**src/rtl/alu_seq_pkg.sv**
```systemverilog
// Shared definitions for the alu_seq execute stage: FSM states, op codes,
// flag bit positions and the flag-packing helper.
package alu_seq_pkg;

  typedef enum logic [1:0] {
    ST_IDLE = 2'd0,
    ST_MUL  = 2'd1,
    ST_DONE = 2'd2
  } state_e;

  localparam logic [3:0] OP_ADD = 4'd0;
  localparam logic [3:0] OP_SUB = 4'd1;
  localparam logic [3:0] OP_AND = 4'd2;
  localparam logic [3:0] OP_OR  = 4'd3;
  localparam logic [3:0] OP_XOR = 4'd4;
  localparam logic [3:0] OP_NOT = 4'd5;
  localparam logic [3:0] OP_SHL = 4'd6;
  localparam logic [3:0] OP_SHR = 4'd7;
  localparam logic [3:0] OP_MUL = 4'd8;

  localparam int FLAG_Z = 3;
  localparam int FLAG_N = 2;
  localparam int FLAG_C = 1;
  localparam int FLAG_V = 0;

  function automatic logic [3:0] pack_flags(input logic z, input logic n,
                                            input logic c, input logic v);
    logic [3:0] f;
    f         = 4'b0000;
    f[FLAG_Z] = z;
    f[FLAG_N] = n;
    f[FLAG_C] = c;
    f[FLAG_V] = v;
    return f;
  endfunction

endpackage

```
**src/rtl/alu_seq_if.sv**
```systemverilog
// Control-unit / regfile side bus of the execute stage: request, operands,
// status and the result returned with its write strobe.
interface alu_seq_if #(
  parameter int WIDTH = 16
);
  logic             start;
  logic [3:0]       op;
  logic [WIDTH-1:0] a;
  logic [WIDTH-1:0] b;
  logic             busy;
  logic             done;
  logic             wen_out;
  logic [WIDTH-1:0] result;
  logic [3:0]       flags;

  modport master (
    output start, op, a, b,
    input  busy, done, wen_out, result, flags
  );

  modport slave (
    input  start, op, a, b,
    output busy, done, wen_out, result, flags
  );
endinterface

```
**src/rtl/alu_mul16.sv**
```systemverilog
// Iterative unsigned shift-add multiplier: load captures operands, each step
// adds one partial product; last flags the final step, whose sum is prod_next.
module alu_mul16 #(
  parameter int WIDTH     = 16,
  parameter int MUL_STEPS = 16
) (
  input  logic               clk,
  input  logic               rst,
  input  logic               load,
  input  logic               step,
  input  logic [WIDTH-1:0]   a,
  input  logic [WIDTH-1:0]   b,
  output logic               last,
  output logic [2*WIDTH-1:0] prod_next
);

  logic [2*WIDTH-1:0] acc_r;
  logic [2*WIDTH-1:0] mcand_r;
  logic [WIDTH-1:0]   mplier_r;
  logic [4:0]         cnt_r;

  // The step's sum is exported so the caller can register the product on
  // the same edge that performs the final step.
  assign prod_next = mplier_r[0] ? (acc_r + mcand_r) : acc_r;
  assign last      = step && (cnt_r == 5'(MUL_STEPS - 1));

  // Operand shift registers, accumulator and iteration counter.
  always_ff @(posedge clk or negedge rst) begin
    if (!rst) begin
      acc_r    <= '0;
      mcand_r  <= '0;
      mplier_r <= '0;
      cnt_r    <= 5'd0;
    end else if (load) begin
      acc_r    <= '0;
      mcand_r  <= {{WIDTH{1'b0}}, a};
      mplier_r <= b;
      cnt_r    <= 5'd0;
    end else if (step) begin
      acc_r    <= prod_next;
      mcand_r  <= mcand_r << 1'b1;
      mplier_r <= mplier_r >> 1'b1;
      cnt_r    <= cnt_r + 5'd1;
    end else begin
      acc_r    <= acc_r;
      mcand_r  <= mcand_r;
      mplier_r <= mplier_r;
      cnt_r    <= cnt_r;
    end
  end

endmodule

```
**src/rtl/alu_seq.sv**
```systemverilog
// Execute stage behind the register file: single-cycle logic/arith/shift ops,
// iterative multiply, start/busy/done handshake, result with write strobe.
module alu_seq
  import alu_seq_pkg::*;
#(
  parameter int WIDTH     = 16,
  parameter int MUL_STEPS = 16
) (
  input  logic       clk,
  input  logic       rst,
  alu_seq_if.slave   bus
);

  state_e             state_r;
  state_e             next_state_s;
  logic               mul_load_s;
  logic               mul_step_s;
  logic               mul_last_s;
  logic [2*WIDTH-1:0] mul_prod_s;
  logic [WIDTH-1:0]   alu_res_s;
  logic               alu_c_s;
  logic               alu_v_s;
  logic [3:0]         alu_flags_s;
  logic [WIDTH-1:0]   result_nxt_s;
  logic [3:0]         flags_nxt_s;
  logic [WIDTH-1:0]   result_r;
  logic [3:0]         flags_r;
  logic               busy_r;
  logic               done_r;
  logic [3:0]         sh_s;
  logic [WIDTH:0]     sum_s;
  logic [WIDTH:0]     diff_s;
  logic [WIDTH:0]     shl_ext_s;
  logic [WIDTH:0]     shr_ext_s;

  // One guard bit on each shift catches the last bit shifted out; with a zero
  // shift amount the guard stays 0, giving C=0 for free.
  assign sh_s      = bus.b[3:0];
  assign sum_s     = {1'b0, bus.a} + {1'b0, bus.b};
  assign diff_s    = {1'b0, bus.a} - {1'b0, bus.b};
  assign shl_ext_s = {1'b0, bus.a} << sh_s;
  assign shr_ext_s = {bus.a, 1'b0} >> sh_s;

  alu_mul16 #(
    .WIDTH     (WIDTH),
    .MUL_STEPS (MUL_STEPS)
  ) u_mul (
    .clk       (clk),
    .rst       (rst),
    .load      (mul_load_s),
    .step      (mul_step_s),
    .a         (bus.a),
    .b         (bus.b),
    .last      (mul_last_s),
    .prod_next (mul_prod_s)
  );

  // Single-cycle datapath and its flags, from the operands on the bus.
  always_comb begin
    alu_res_s = '0;
    alu_c_s   = 1'b0;
    alu_v_s   = 1'b0;
    case (bus.op)
      OP_ADD: begin
        alu_res_s = sum_s[WIDTH-1:0];
        alu_c_s   = sum_s[WIDTH];
        alu_v_s   = (bus.a[WIDTH-1] == bus.b[WIDTH-1]) &&
                    (sum_s[WIDTH-1] != bus.a[WIDTH-1]);
      end
      OP_SUB: begin
        alu_res_s = diff_s[WIDTH-1:0];
        alu_c_s   = diff_s[WIDTH];
        alu_v_s   = (bus.a[WIDTH-1] != bus.b[WIDTH-1]) &&
                    (diff_s[WIDTH-1] != bus.a[WIDTH-1]);
      end
      OP_AND: alu_res_s = bus.a & bus.b;
      OP_OR:  alu_res_s = bus.a | bus.b;
      OP_XOR: alu_res_s = bus.a ^ bus.b;
      OP_NOT: alu_res_s = ~bus.a;
      OP_SHL: begin
        alu_res_s = shl_ext_s[WIDTH-1:0];
        alu_c_s   = shl_ext_s[WIDTH];
      end
      OP_SHR: begin
        alu_res_s = shr_ext_s[WIDTH:1];
        alu_c_s   = shr_ext_s[0];
      end
      default: alu_res_s = '0;
    endcase
    alu_flags_s = pack_flags(alu_res_s == '0, alu_res_s[WIDTH-1], alu_c_s, alu_v_s);
  end

  // Next-state logic; result/flags only change on a completing edge.
  always_comb begin
    next_state_s = state_r;
    mul_load_s   = 1'b0;
    mul_step_s   = 1'b0;
    result_nxt_s = result_r;
    flags_nxt_s  = flags_r;
    case (state_r)
      ST_IDLE, ST_DONE: begin
        if (bus.start) begin
          if (bus.op == OP_MUL) begin
            mul_load_s   = 1'b1;
            next_state_s = ST_MUL;
          end else begin
            result_nxt_s = alu_res_s;
            flags_nxt_s  = alu_flags_s;
            next_state_s = ST_DONE;
          end
        end else begin
          next_state_s = ST_IDLE;
        end
      end
      ST_MUL: begin
        mul_step_s = 1'b1;
        if (mul_last_s) begin
          result_nxt_s = mul_prod_s[WIDTH-1:0];
          flags_nxt_s  = pack_flags(mul_prod_s[WIDTH-1:0] == '0,
                                    mul_prod_s[WIDTH-1],
                                    |mul_prod_s[2*WIDTH-1:WIDTH],
                                    1'b0);
          next_state_s = ST_DONE;
        end else begin
          next_state_s = ST_MUL;
        end
      end
      default: next_state_s = ST_IDLE;
    endcase
  end

  // State register.
  always_ff @(posedge clk or negedge rst) begin
    if (!rst) begin
      state_r <= ST_IDLE;
    end else begin
      state_r <= next_state_s;
    end
  end

  // Registered status and result, decoded from the state being entered.
  always_ff @(posedge clk or negedge rst) begin
    if (!rst) begin
      busy_r   <= 1'b0;
      done_r   <= 1'b0;
      result_r <= '0;
      flags_r  <= 4'b0000;
    end else begin
      busy_r   <= (next_state_s == ST_MUL);
      done_r   <= (next_state_s == ST_DONE);
      result_r <= result_nxt_s;
      flags_r  <= flags_nxt_s;
    end
  end

  assign bus.busy    = busy_r;
  assign bus.done    = done_r;
  assign bus.wen_out = done_r;
  assign bus.result  = result_r;
  assign bus.flags   = flags_r;

endmodule

```
**src/flat_wrapper.sv**
```systemverilog
// flat-port wrapper written by rule: the top's interface ports become plain ports
module alu_seq_flat import alu_seq_pkg::*;
#(
  parameter int WIDTH     = 16,
  parameter int MUL_STEPS = 16
)
  (clk, rst, bus_start, bus_op, bus_a, bus_b, bus_busy, bus_done, bus_wen_out, bus_result, bus_flags);
  alu_seq_if #(.WIDTH(WIDTH)) bus_i ();
  input  logic clk;
  input  logic rst;
  input wire logic [$bits(bus_i.start)-1:0] bus_start;
  input wire logic [$bits(bus_i.op)-1:0] bus_op;
  input wire logic [$bits(bus_i.a)-1:0] bus_a;
  input wire logic [$bits(bus_i.b)-1:0] bus_b;
  output wire logic [$bits(bus_i.busy)-1:0] bus_busy;
  output wire logic [$bits(bus_i.done)-1:0] bus_done;
  output wire logic [$bits(bus_i.wen_out)-1:0] bus_wen_out;
  output wire logic [$bits(bus_i.result)-1:0] bus_result;
  output wire logic [$bits(bus_i.flags)-1:0] bus_flags;
  assign bus_i.start = bus_start;
  assign bus_i.op = bus_op;
  assign bus_i.a = bus_a;
  assign bus_i.b = bus_b;
  assign bus_busy = bus_i.busy;
  assign bus_done = bus_i.done;
  assign bus_wen_out = bus_i.wen_out;
  assign bus_result = bus_i.result;
  assign bus_flags = bus_i.flags;
  alu_seq #(.WIDTH(WIDTH), .MUL_STEPS(MUL_STEPS)) u_core (.clk(clk), .rst(rst), .bus(bus_i));
endmodule
```
**config.mk**
```make
export PLATFORM = sky130hd
export DESIGN_NAME = alu_seq_flat
export DESIGN_NICKNAME = d
export VERILOG_FILES = /design/src/rtl/alu_seq_pkg.sv /design/src/rtl/alu_seq_if.sv /design/src/rtl/alu_mul16.sv /design/src/rtl/alu_seq.sv /design/src/flat_wrapper.sv
export SDC_FILE = /design/constraint.sdc
export NUM_CORES = 1
export LEC_CHECK = 0
export CORE_ASPECT_RATIO = 0.9
export CORE_MARGIN = 5
export CORE_UTILIZATION = 62
export CTS_CLUSTER_DIAMETER = 120
export DETAILED_ROUTE_END_ITERATION = 10
export HOLD_SLACK_MARGIN = 0.15
export PLACE_DENSITY = 0.85
export SKIP_CTS_REPAIR_TIMING = 1
export SKIP_LAST_GASP = 1
export SLEW_MARGIN = 20
export SYNTH_ARGS = -nofsm -noshare
export SYNTH_HDL_FRONTEND = slang
export SYNTH_SLANG_ARGS = --single-unit
```
**constraint.sdc**
```tcl
create_clock -name clk -period 3.85 [get_ports clk]
set_input_delay 0.77 -clock clk [delete_from_list [all_inputs] [get_ports clk]]
set_output_delay 0.77 -clock clk [all_outputs]
set_load 0.03 [all_outputs]
```
==> impl_metrics.toml <==
[floorplan]
dieArea_um2 = 20100
core_area_um2 = 16900
num_io_pins = 62
rows = 45
die_h_um = 135
start_util_pct = 63.5
die_w_um = 149

[logic_synthesis]
synth_seq_cells = 108
synth.area.mux_share_pct = 6.91
yosysSeqAreaShare_pct = 25.1
synth.most_common_cell = "nand2_1"
yosys_warnings = 0
synthTopCellsByCount = "157 x nand2_1, 114 x nor2_1, 108 x dfrtp_1, 97 x a21oi_1, 92 x o21ai_0"
synth_cell_types = 82
synth.avg_cell_area_um2 = 7.86
synthSimpleGateAreaFrac_pct = 20.3
syn_area_um2 = 10800
synth_nets = 1499
synth_fa_ha_area_share_pct = 10.7
synthArstFlopShare_pct = 100
postSynthCellCount = 1370
synth_area_leaders = "dfrtp_1 25%, ha_1 10%, nand2_1 5.5%, a21oi_1 4.5%, mux2i_1 4.4%"
synth_compound_area_share_pct = 27.8
yosysTopAreaCell = "dfrtp_1"
synth_top_family_by_area = "compound AO/OA/AOI/OAI gates"
yosys_most_used_dff = "dfrtp_1"
synth_edf_count = 0
synthXorXnorAreaFrac_pct = 2.68
synth_top_area_share_pct = 25.1

[power_and_ir_drop]
internal_power_uw = 3500
vdd_drop_max_mv = 0.419
clockPowerShare_pct = 13.4
p_per_area_nw_per_um2 = 503
leakage_uw = 0.00580
p_switching_uw = 3030
sw_frac_of_total_pct = 46.4
seq_power_share_pct = 29.8
p_comb_share_pct = 56.7

[clock_tree]
cts_tree = "built"
clock-sinks = 108
cts_buffers = 9
path_clk_slew_ns = 0.08
root_buffer = "clkbuf_16"
cts.path.max_buffers = 2
insertion_delay_ns = 0.35
cts_htree_levels = 3

[finish]
multi_input_area_um2 = 7470
nNetsFinal = 1651
fillCellCount = 1246
area.sequential_um2 = 2700
syn_to_final_growth_pct = 20.6
drive_gt1_share_pct = 16.2
final_cells = 1762
antennaDiodeCount = 0

[global_route]
grt_pass1_wl_um = 60300
grt_antenna_before_repair = 0
grt-ovfl-total = 0
grt_max_degree = 68
grt_pass1_vias = 10900
grt_use_total_pct = 37.8

[timing]
tns_ns = 0
worst_pin_slew_ns = 0.857
worst_slack_ns = 0.0657
fmax_mhz = 264
setup_viol_count_final = 0
relSlewSlack_pct = 42.8
fin_crit_sh_pct = 98.3
rsz0062_at_grt = "yes"
min_period_ns = 3.78
drv_slew = 0
clock_skew_ns = 0.00982
finalHoldViolCount = 0
fin_hold_ws_ns = 0.502

[critical_path]
critPathKind = "in2reg"
r2r_end = "u_core.bus.flags[1]$_DFFE_PN0P_"
reg2reg_slack_ns = 0.20
endpoint = "u_core.bus.flags[3]$_DFFE_PN0P_"
crit_fanout = 4
startpoint = "bus_b[0]"
reg2reg_from = "u_core.u_mul.mcand_r[0]$_DFFE_PN0P_"
cp-start-kind = "input port"
worstSetupEndpointType = "register"
worstPathRequired_ns = 4.11
reg2reg_depth = 13
cp.arrival_ns = 4.04

[placement]
preCtsSetupSlack_ns = -0.390
dp_hpwl_um = 29600
io_buffer_count = 61
dp.cells = 1745
gp_congestion = 1.09

[job]
cap_violations = 0

[routing]
ant_nets = 0
drc = 0
wl_um = 39100
vias = 12000
detail_route.wl_per_cell_um = 22.2
viasPerCell = 6.82
drt_iter0_markers = 1617
dr.pass1.iters = 8

[outcome]
outcome = "finished clean"

[worst_hold_path]
holdCritPathClass = "reg2reg"
-- logic make-up (layout without fill, tap and decap cells) --
kind of cell | Yosys count | in the layout
xor gates and xnor gates | 33 | 33
adders and majority gates | 90 | 90
AOI/OAI and AO/OA | 442 | 442
and+or+nand+nor | 467 | 467
DFF | 108 | 108
muxes | 64 | 64
buffers and inverters | 166 | 323
-- worst min-delay path by stage --
stage / start / to / depth (start not counted)
after floorplan: rst / u_core.bus.busy$_DFF_PN0_ / 0
after global routing: u_core.u_mul.acc_r[31]$_DFFE_PN0P_ / u_core.u_mul.acc_r[31]$_DFFE_PN0P_ / 1
final: u_core.bus.flags[0]$_DFFE_PN0P_ / u_core.bus.flags[0]$_DFFE_PN0P_ / 2
after detailed placement: u_core.bus.result[11]$_DFFE_PN0P_ / u_core.bus.result[11]$_DFFE_PN0P_ / 2
after CTS: u_core.bus.result[11]$_DFFE_PN0P_ / u_core.bus.result[11]$_DFFE_PN0P_ / 2
after global placement: u_core.bus.flags[0]$_DFFE_PN0P_ / u_core.bus.flags[0]$_DFFE_PN0P_ / 2
-- sequential cells by signal, indices dropped and copies added (netlist names) --
signal                 count
u_core.u_mul.mcand_r      32
u_core.bus.flags           4
u_core.u_mul.mplier_r     16
u_core.bus.done            1
u_core.state_r             2
u_core.u_mul.acc_r        32
u_core.bus.result         15
u_core.u_mul.cnt_r         5
u_core.bus.busy            1
-- power by group through the flow --
stage | Sequential (uW) | Combinational (uW) | Clock (uW)
floorplan | 1870 | 2440 | 0
global placement | 1910 | 3410 | 0
detailed placement | 1940 | 3520 | 0
CTS | 1930 | 3570 | 886
global route | 1990 | 3990 | 936
finish | 1950 | 3710 | 878
-- final cells by class --
cell class              instances  share of cell area, %
clock buffers                  10                   1.76
clock inverters                 6                  0.347
inverters                      65                   1.88
multi-input cells            1096                   57.5
flip-flops and latches        108                   20.8
well taps                     235                   2.26
repair buffers                242                   15.4
-- metrics by stage --
stage	utilization [%]	instance area, um^2	total power [uW]
6_report	76.6	13000	6530
5_1_grt	76.6	13000	6920
4_1_cts	76.1	12900	6380
3_5_place_dp	74.5	12600	5450
3_3_place_gp	74.5	12600	5320
2_1_floorplan	-	10800	4300
-- layout by cell type, fill, tap and decap left out, drive strengths merged, types with 15 or more instances in the layout --
cell | netlist | routed
buf | 43 | 184
nand2 | 157 | 157
nor2 | 114 | 114
dfrtp | 108 | 108
o21ai | 106 | 106
a21oi | 97 | 97
ha | 87 | 87
nor3 | 69 | 69
inv | 64 | 67
clkdlybuf4s50 | 0 | 58
mux2i | 47 | 47
a221o | 41 | 41
o22ai | 26 | 26
a211oi | 24 | 24
nand3 | 23 | 23
nor2b | 22 | 22
xnor2 | 18 | 18
a31oi | 17 | 17
nor4 | 16 | 16
xor2 | 15 | 15
a21o | 15 | 15
-- metal layers --
layer	part of all wire (%)	GRT usage [%]	up-vias	wire, um
met4	3.7	11.5	0	1430
li1	-	-	5357	-
met1	42	56.0	5697	16600
met3	13	10.8	129	5180
met2	41	53.3	830	15900
met5	0	0	-	0
-- worst max-delay path, stage by stage --
cell	delay (ns)
clkdlybuf4s50_1	0.54
ha_1	0.19
inv_1	0.05
fa_1	0.39
nor2b_1	0.15
o21a_1	0.19
o21ai_2	0.11
buf_4	0.16
buf_4	0.13
a211oi_2	0.22
a311o_1	0.15
nand3_1	0.09
nand2b_4	0.15
nor4_2	0.33
nand4_1	0.18
o31ai_2	0.24
(Power assumes the default switching activity.)
